===== src/rtl/dmem_stall_ctrl.sv =====
// dmem_stall_ctrl: MEM-stage sequencer for a variable-latency req/ack data memory with pipeline stall and timeout
module dmem_stall_ctrl #(
  parameter int TIMEOUT = 15,
  parameter int CW = 4
) (
  input  logic        clk,
  input  logic        reset,
  input  logic        mem_read_in,
  input  logic        mem_write_in,
  input  logic [31:0] addr_in,
  input  logic [31:0] wdata_in,
  output logic        dmem_req,
  output logic        dmem_we,
  output logic [31:0] dmem_addr,
  output logic [31:0] dmem_wdata,
  input  logic        dmem_ack,
  input  logic [31:0] dmem_rdata,
  output logic        stall,
  output logic        wb_bubble,
  output logic [31:0] read_data_out,
  output logic        bus_err
);
  typedef enum logic [1:0] {IDLE, WAIT, DONE} state_t;
  state_t state;
  logic [CW-1:0] cnt;
  logic acc;
  assign acc = mem_read_in | mem_write_in;
  assign stall = (state == IDLE && acc) || state == WAIT;
  assign wb_bubble = stall;
  always_ff @(posedge clk) begin
    if (reset) begin
      state <= IDLE;
      dmem_req <= 1'b0;
      dmem_we <= 1'b0;
      dmem_addr <= '0;
      dmem_wdata <= '0;
      read_data_out <= '0;
      bus_err <= 1'b0;
      cnt <= '0;
    end else begin
      case (state)
        IDLE: if (acc) begin
          dmem_addr <= addr_in;
          dmem_wdata <= wdata_in;
          dmem_we <= mem_write_in & ~mem_read_in;
          dmem_req <= 1'b1;
          cnt <= '0;
          state <= WAIT;
        end
        WAIT: if (dmem_ack) begin
          read_data_out <= dmem_we ? '0 : dmem_rdata;
          dmem_req <= 1'b0;
          state <= DONE;
        end else if (cnt == CW'(TIMEOUT - 1)) begin
          bus_err <= 1'b1;
          read_data_out <= '0;
          dmem_req <= 1'b0;
          state <= DONE;
        end else begin
          cnt <= cnt + CW'(1);
        end
        default: state <= IDLE;
      endcase
    end
  end
endmodule


===== config.mk =====
export PLATFORM = sky130hd
export DESIGN_NAME = dmem_stall_ctrl
export DESIGN_NICKNAME = d
export VERILOG_FILES = /design/src/rtl/dmem_stall_ctrl.sv
export SDC_FILE = /design/constraint.sdc
export NUM_CORES = 1
export LEC_CHECK = 0
export BUFFER_PORTS_ARGS = -buffer_cell sky130_fd_sc_hd__buf_2
export CAP_MARGIN = 0
export CORE_MARGIN = 3
export CORE_UTILIZATION = 47
export CTS_BUF_LIST = sky130_fd_sc_hd__clkbuf_4
export DETAILED_ROUTE_END_ITERATION = 16
export PLACE_DENSITY = 0.82
export RECOVER_POWER = 100
export SYNTH_ARGS = -nofsm -noshare
export SYNTH_HDL_FRONTEND = slang
export SYNTH_SLANG_ARGS = --single-unit

===== constraint.sdc =====
create_clock -name clk -period 4.3 [get_ports clk]
set_clock_uncertainty 0.2 [all_clocks]
set_input_delay 0.86 -clock clk [delete_from_list [all_inputs] [get_ports clk]]
set_output_delay 0.86 -clock clk [all_outputs]
set_load 0.01 [all_outputs]

==> flow_summary_export.csv, run 1 <==
group,metric,value,unit
detailed_routing,drtIter0Drc,153,
synth,synth_flop_cell,"dfxtp_1",
worst_setup_path,rr_endpoint,"dmem_wdata[18]$_SDFFE_PP0P_",
synth,synthAdderAreaFrac,0.6577,%
worst_setup_path,critical_path_required,4.42,ns
clock_tree,ctsHtreeMaxLevel,3,
clock_tree,cts_hold_buf,0,
synth,synth_simple_gate_area_share,11.77,%
final_layout,nNetsFinal,690,
placement,port_buffers,201,
clock_tree,clk_latency,0.41,ns
synth,ys_seq_area_share,55.24,%
synth,ys_types,27,
status,violations,"max-capacitance violations, max-slew violations",
detailed_routing,drt-pass1-iter-count,4,
placement,numPlacedInstances,678,
power,peakVddDrop,0.2348,mV
clock_tree,clk_pin_slew_worst_paths,0.15,ns
hold_path,hold_depth,2,
sta,rsz0062_at_grt,"false",
global_routing,grt_usage,21.67,%
final_layout,ff_latch_area,0.002102,mm^2
final_layout,stdcell_count,694,
sta,hold_viol_final,0,
floorplan,ioPinCount,202,
worst_setup_path,crit_chain,"nor2_1 -> buf_4 -> nand3_1 -> a21oi_1",
sta,tns,0,ns
synth,synth_compound_area_share,27.06,%
sta,slew_viol_final,90,
floorplan,dieArea,0.009211,mm^2
final_layout,num_antenna_cells,0,
floorplan,start_util,48.73,%
synth,synth_top_family_by_area,"compound AO/OA/AOI/OAI gates",
synth,ys_seq_elements,105,
clock_tree,cts_setup_buffers,0,
clock_tree,postCtsResizedCells,0,
final_layout,syn2layout_area_growth,26.21,%
worst_setup_path,crit_fanout,37,
global_routing,grt_max_degree,69,
synth,synth_edf_count,0,
sta,worst_pin_slew,2.370,ns
detailed_routing,vias_per_cell,5.501,
worst_setup_path,cp_slowest_cell,"nor2_1",
hold_path,hold_class,"register to register",
detailed_routing,antenna_left,0,
hold_path,min-delay-start,"dmem_wdata[14]$_SDFFE_PP0P_",
final_layout,multi_input_area,0.001519,mm^2
power,p_leak,1.909,nW
synth,yosys_warnings,0,
global_routing,antenna_found_initial,0,
job,max_cap_violations,2,
floorplan,core_area,0.007807,mm^2
synth,synthMuxAreaShare,0,%
synth,avgSynthCellArea,9.168,um^2
sta,period_share,72.75,%
worst_setup_path,worst_setup_path_end_kind,"register",
synth,syn_inst,415,
clock_tree,cts_sinks,105,
final_layout,final_cell_mix,"105 x dfxtp_1, 103 x clkbuf_1, 100 x buf_2",
worst_setup_path,r2r_cells,4,
clock_tree,numCtsBuffers,9,
hold_path,min_to,"dmem_wdata[14]$_SDFFE_PP0P_",
clock_tree,clockBufferDepth,2,
worst_setup_path,r2r-start,"state[1]$_SDFFE_PP0P_",
global_routing,grt_pass1_vias,3475,
sta,finalSetupViolCount,0,
synth,synth_xor_area_share,0,%
sta,slew_headroom,-58.03,%
synth,syn_area,0.003805,mm^2
detailed_routing,vias,3818,
floorplan,die_h,95.98,um
worst_setup_path,path_class,"register to register",
detailed_routing,post_drt_wl_per_cell,15.07,um
synth,postSynthNetCount,518,
detailed_routing,route.detailed.drc,0,
global_routing,grt_remaining_overflow,0,
clock_tree,cts_tree,"yes",
final_layout,final_common_cell,"dfxtp_1",
final_layout,final_util,61.51,%
worst_setup_path,startpoint_type,"register",
floorplan,die_w,95.98,um
floorplan,num_rows,32,
sta,whs,0.2837,ns
power,p_per_area,387.1,mW/mm^2
final_layout,finalInstanceArea,0.004802,mm^2
final_layout,fillers,736,
sta,fin_crit,3.128,ns
placement,place_area,0.004818,mm^2
status,status,"finished, violations left",
worst_setup_path,reg2reg_slack,1.17,ns
worst_setup_path,cp_data_arrival_time,3.25,ns
sta,fmax,319.7,MHz
synth,async_flop_share,0,%
detailed_routing,routed_wl,10460,um
placement,hpwl,7243,um
global_routing,grt_first_pass_wirelength,15830,um
worst_setup_path,cpPeakStageDelay,1.54,ns
placement,place_congestion,0.7477,
clock_tree,cts-root-buf,"clkbuf_4",
final_layout,final_layout_size_suffix_gt1_share,20.44,%
[registers in the layout, indices dropped and copies added (netlist names)]
signal	cells
bus_err	1
cnt	4
dmem_addr	32
dmem_req	1
dmem_wdata	32
dmem_we	1
read_data_out	32
state	2
[synthesized netlist by cell type, types with 2 or more instances]
library cell,n,area [um^2]
inv_1,2,7.510
a22o_1,32,280.3
o21ai_0,65,325.3
a31oi_1,3,18.77
clkbuf_1,28,105.1
or3b_1,2,17.52
o221ai_1,4,35.03
a21oi_1,69,345.3
nor2_1,4,15.01
buf_2,13,65.06
buf_1,4,15.01
ha_1,2,25.02
or3_1,3,18.77
dfxtp_1,105,2102
nor2b_1,2,12.51
nand3_1,66,330.3
[layer usage]
layer | GRT usage (%) | part of all wire (%) | vias to the layer above
li1 | - | - | 1861
met1 | 26.31 | 41 | 1774
met2 | 36.83 | 49 | 171
met3 | 5.942 | 8.9 | 12
met4 | 7.583 | 1.1 | 0
met5 | 0 | 0 | -
[worst max-delay path: cells and delay by family, from the launching register on]
| family | cells | cell delay, ns |
|---|---|---|
| simple gates | 2 | 1.69 |
| buf+inv | 1 | 0.58 |
| compound gates | 1 | 0.19 |
| flops | 1 | 0.36 |
[cell families after synthesis]
| kind of cell | after synthesis |
|---|---|
| AO/OA/AOI/OAI | 176 |
| flip-flops | 105 |
| AND/OR/NAND/NOR | 84 |
| buffers and inverters | 48 |
| adder cells (fa/ha/maj) | 2 |
[metrics by stage]
| stage | power [mW] | worst slack (ns) |
|---|---|---|
| 2_1_floorplan | 1.278 | 1.336 |
| 3_3_place_gp | 1.415 | 1.715 |
| 3_5_place_dp | 1.428 | 1.686 |
| 4_1_cts | 1.893 | 1.532 |
| 5_1_grt | 1.956 | 0.8240 |
| 6_report | 1.859 | 1.172 |
[worst max-delay path by stage]
stage	end	from	depth (start not counted)
finish	dmem_wdata[18]$_SDFFE_PP0P_	state[1]$_SDFFE_PP0P_	4
global route	dmem_addr[19]$_SDFFE_PP0P_	state[1]$_SDFFE_PP0P_	4
CTS	wb_bubble	state[1]$_SDFFE_PP0P_	3
detailed placement	dmem_wdata[18]$_SDFFE_PP0P_	mem_write_in	4
global placement	stall	mem_write_in	4
floorplan	wb_bubble	mem_write_in	5
[cell type report]
type                       count  share of cell area (%)
timing repair buffer         207                   19.10
sequential                   105                   43.77
tap                          102                   2.658
clock buffer                   9                   1.407
multi-input combinational    262                   31.63
inverter                       2                  0.1563
clock inverter                 7                   1.277
[where the power goes]
group | internal (mW) | leakage (nW) | total [mW] | switching [mW]
clock network | 0.172 | 0.0661 | 0.471 | 0.300
registers | 1.04 | 0.861 | 1.07 | 0.0338
logic | 0.117 | 0.982 | 0.314 | 0.197
(Power assumes the default switching activity.)
==> run 2, diff against run 1 <==
Settings changed: CORE_UTILIZATION 47 to 46, PLACE_DENSITY 0.82 to 0.81.
Clock period 4.3 ns to 3 ns, I/O delays scaled along.
==> run 2 against run 1 <==
The run still ends with max-capacitance violations, max-slew violations left. Flip-flop and latch count did not move. Routed wire length rose by 1.6%. Highest routed layer unchanged. Final cell count rose by 0.43%. Clock power rose by 48%. Sequential power rose by 44%. Global-route usage barely moved. Combinational power rose by 45%. First-iteration DRC count rose by 10%. Register-to-register slack got worse by 0.41 ns.
==> flow_summary_export.csv, run 2 (synthesis gave the netlist of run 1 again) <==
group,metric,value,unit
status,status,"finished, violations left",
status,violations,"max-capacitance violations, max-slew violations",
hold_path,hold_class,"input pin to register",
final_layout,nNetsFinal,693,
power,power.total,2.688,mW
clock_tree,clockBufferDepth,2,
placement,numPlacedInstances,681,
placement,place_congestion,0.8028,
clock_tree,clk_pin_slew_worst_paths,0.18,ns
global_routing,antenna_found_initial,0,
final_layout,syn2layout_area_growth,27.39,%
final_layout,finalInstanceArea,0.004847,mm^2
floorplan,core_area,0.007888,mm^2
worst_setup_path,critical_path_required,3.10,ns
worst_setup_path,path_class,"input pin to register",
placement,port_buffers,201,
power,p_leak,1.932,nW
clock_tree,numCtsBuffers,9,
sta,slew_viol_final,34,
clock_tree,ctsHtreeMaxLevel,3,
floorplan,die_h,96.95,um
power,clkPwrFrac,25.8,%
sta,whs,0.1360,ns
power,combPwrFrac,16.9,%
clock_tree,cts-root-buf,"clkbuf_4",
clock_tree,cts_setup_buffers,0,
floorplan,ioPinCount,202,
global_routing,grt.busiest_layer,"met2",
floorplan,die_w,96.95,um
floorplan,num_rows,32,
final_layout,final_layout_size_suffix_gt1_share,21.51,%
worst_setup_path,worst_setup_path_end_kind,"register",
final_layout,final_common_cell,"dfxtp_1",
sta,rsz0062_at_grt,"false",
clock_tree,cts_sinks,105,
detailed_routing,vias_per_cell,5.466,
global_routing,grt_use_met3,6.273,%
sta,worst_pin_slew,1.555,ns
placement,hpwl,7276,um
power,p_seq_share,57.2,%
placement,pre_cts_ws,0.9143,ns
sta,hold_viol_final,0,
job,max_cap_violations,1,
sta,finalWorstSetupSlack,0.4390,ns
global_routing,grt_pass1_vias,3539,
floorplan,dieArea,0.009398,mm^2
global_routing,met1_usage,27.17,%
sta,period_share,85.37,%
final_layout,final_util,61.45,%
global_routing,use_met2,35.51,%
power,switching_share,30.97,%
detailed_routing,vias,3810,
clock_tree,cts_tree,"yes",
worst_setup_path,startpoint_type,"input pin",
worst_setup_path,crit_fanout,42,
global_routing,grt_max_degree,69,
sta,finalSetupViolCount,0,
placement,place_area,0.004853,mm^2
detailed_routing,route.detailed.drc,0,
power,internal_power,1.856,mW
global_routing,grt_first_pass_wirelength,16990,um
global_routing,grt_usage,21.66,%
global_routing,grt_remaining_overflow,0,
final_layout,stdcell_count,697,
clock_tree,clk_latency,0.45,ns
final_layout,final_cell_mix,"105 x dfxtp_1, 104 x clkbuf_1, 99 x buf_2",
power,p_switching,0.8326,mW
clock_tree,postCtsResizedCells,0,
worst_setup_path,cp_data_arrival_time,2.66,ns
power,p_per_area,554.6,mW/mm^2
final_layout,num_antenna_cells,0,
detailed_routing,post_drt_wl_per_cell,15.24,um
sta,tns,0,ns
final_layout,reg.largest.list,"dmem_addr: 32 flops, dmem_wdata: 32 flops, read_data_out: 32 flops",
detailed_routing,antenna_left,0,
sta,fmax,390.5,MHz
floorplan,start_util,48.24,%
sta,slew_headroom,-3.660,%
detailed_routing,drtIter0Drc,169,
clock_tree,cts_hold_buf,0,
detailed_routing,drt-pass1-iter-count,4,
sta,fin_crit,2.561,ns
power,peakVddDrop,0.2540,mV
detailed_routing,routed_wl,10620,um
final_layout,fillers,759,
-- run 2: layer usage --
layer  vias up  share of wire, %  wire length, um
li1       1859                 -                -
met1      1753                41             4388
met2       185                49             5186
met3        13               8.4              889
met4         0               1.5              159
met5         -                 0                0
-- run 2: worst paths after layout --
path,from,end,slack [ns],depth (start not counted)
worst min register to register,dmem_addr[17]$_SDFFE_PP0P_,dmem_addr[17]$_SDFFE_PP0P_,0.28,2
worst max register to register,state[1]$_SDFFE_PP0P_,cnt[2]$_SDFFE_PP0P_,0.76,4
worst min-delay path,dmem_rdata[17],read_data_out[17]$_SDFFE_PP0P_,0.14,2
worst max-delay path,reset,dmem_wdata[1]$_SDFFE_PP0P_,0.44,3
-- run 2: power by group through the flow --
| stage | Combinational [mW] | Clock [mW] | Sequential (mW) |
|---|---|---|---|
| floorplan | 0.226 | 0 | 1.61 |
| finish | 0.455 | 0.695 | 1.54 |
| detailed placement | 0.486 | 0 | 1.57 |
| CTS | 0.486 | 0.729 | 1.54 |
| global placement | 0.472 | 0 | 1.56 |
| global route | 0.506 | 0.789 | 1.55 |
-- run 2: area by class of cell --
cell class / count / area (um^2) / area share (%)
Timing Repair Buffer: 210 / 945.9 / 19.51
Clock buffer: 9 / 67.56 / 1.394
Inverter: 2 / 7.507 / 0.1549
Tap cell: 102 / 127.6 / 2.633
Multi-Input combinational cell: 262 / 1526 / 31.49
Clock inverter: 7 / 70.07 / 1.446
Sequential cell: 105 / 2102 / 43.37
-- run 2: worst max-delay path: stages --
cell,delay (ns)
clkbuf_1,1.09
clkbuf_2,0.84
a21oi_1,0.10
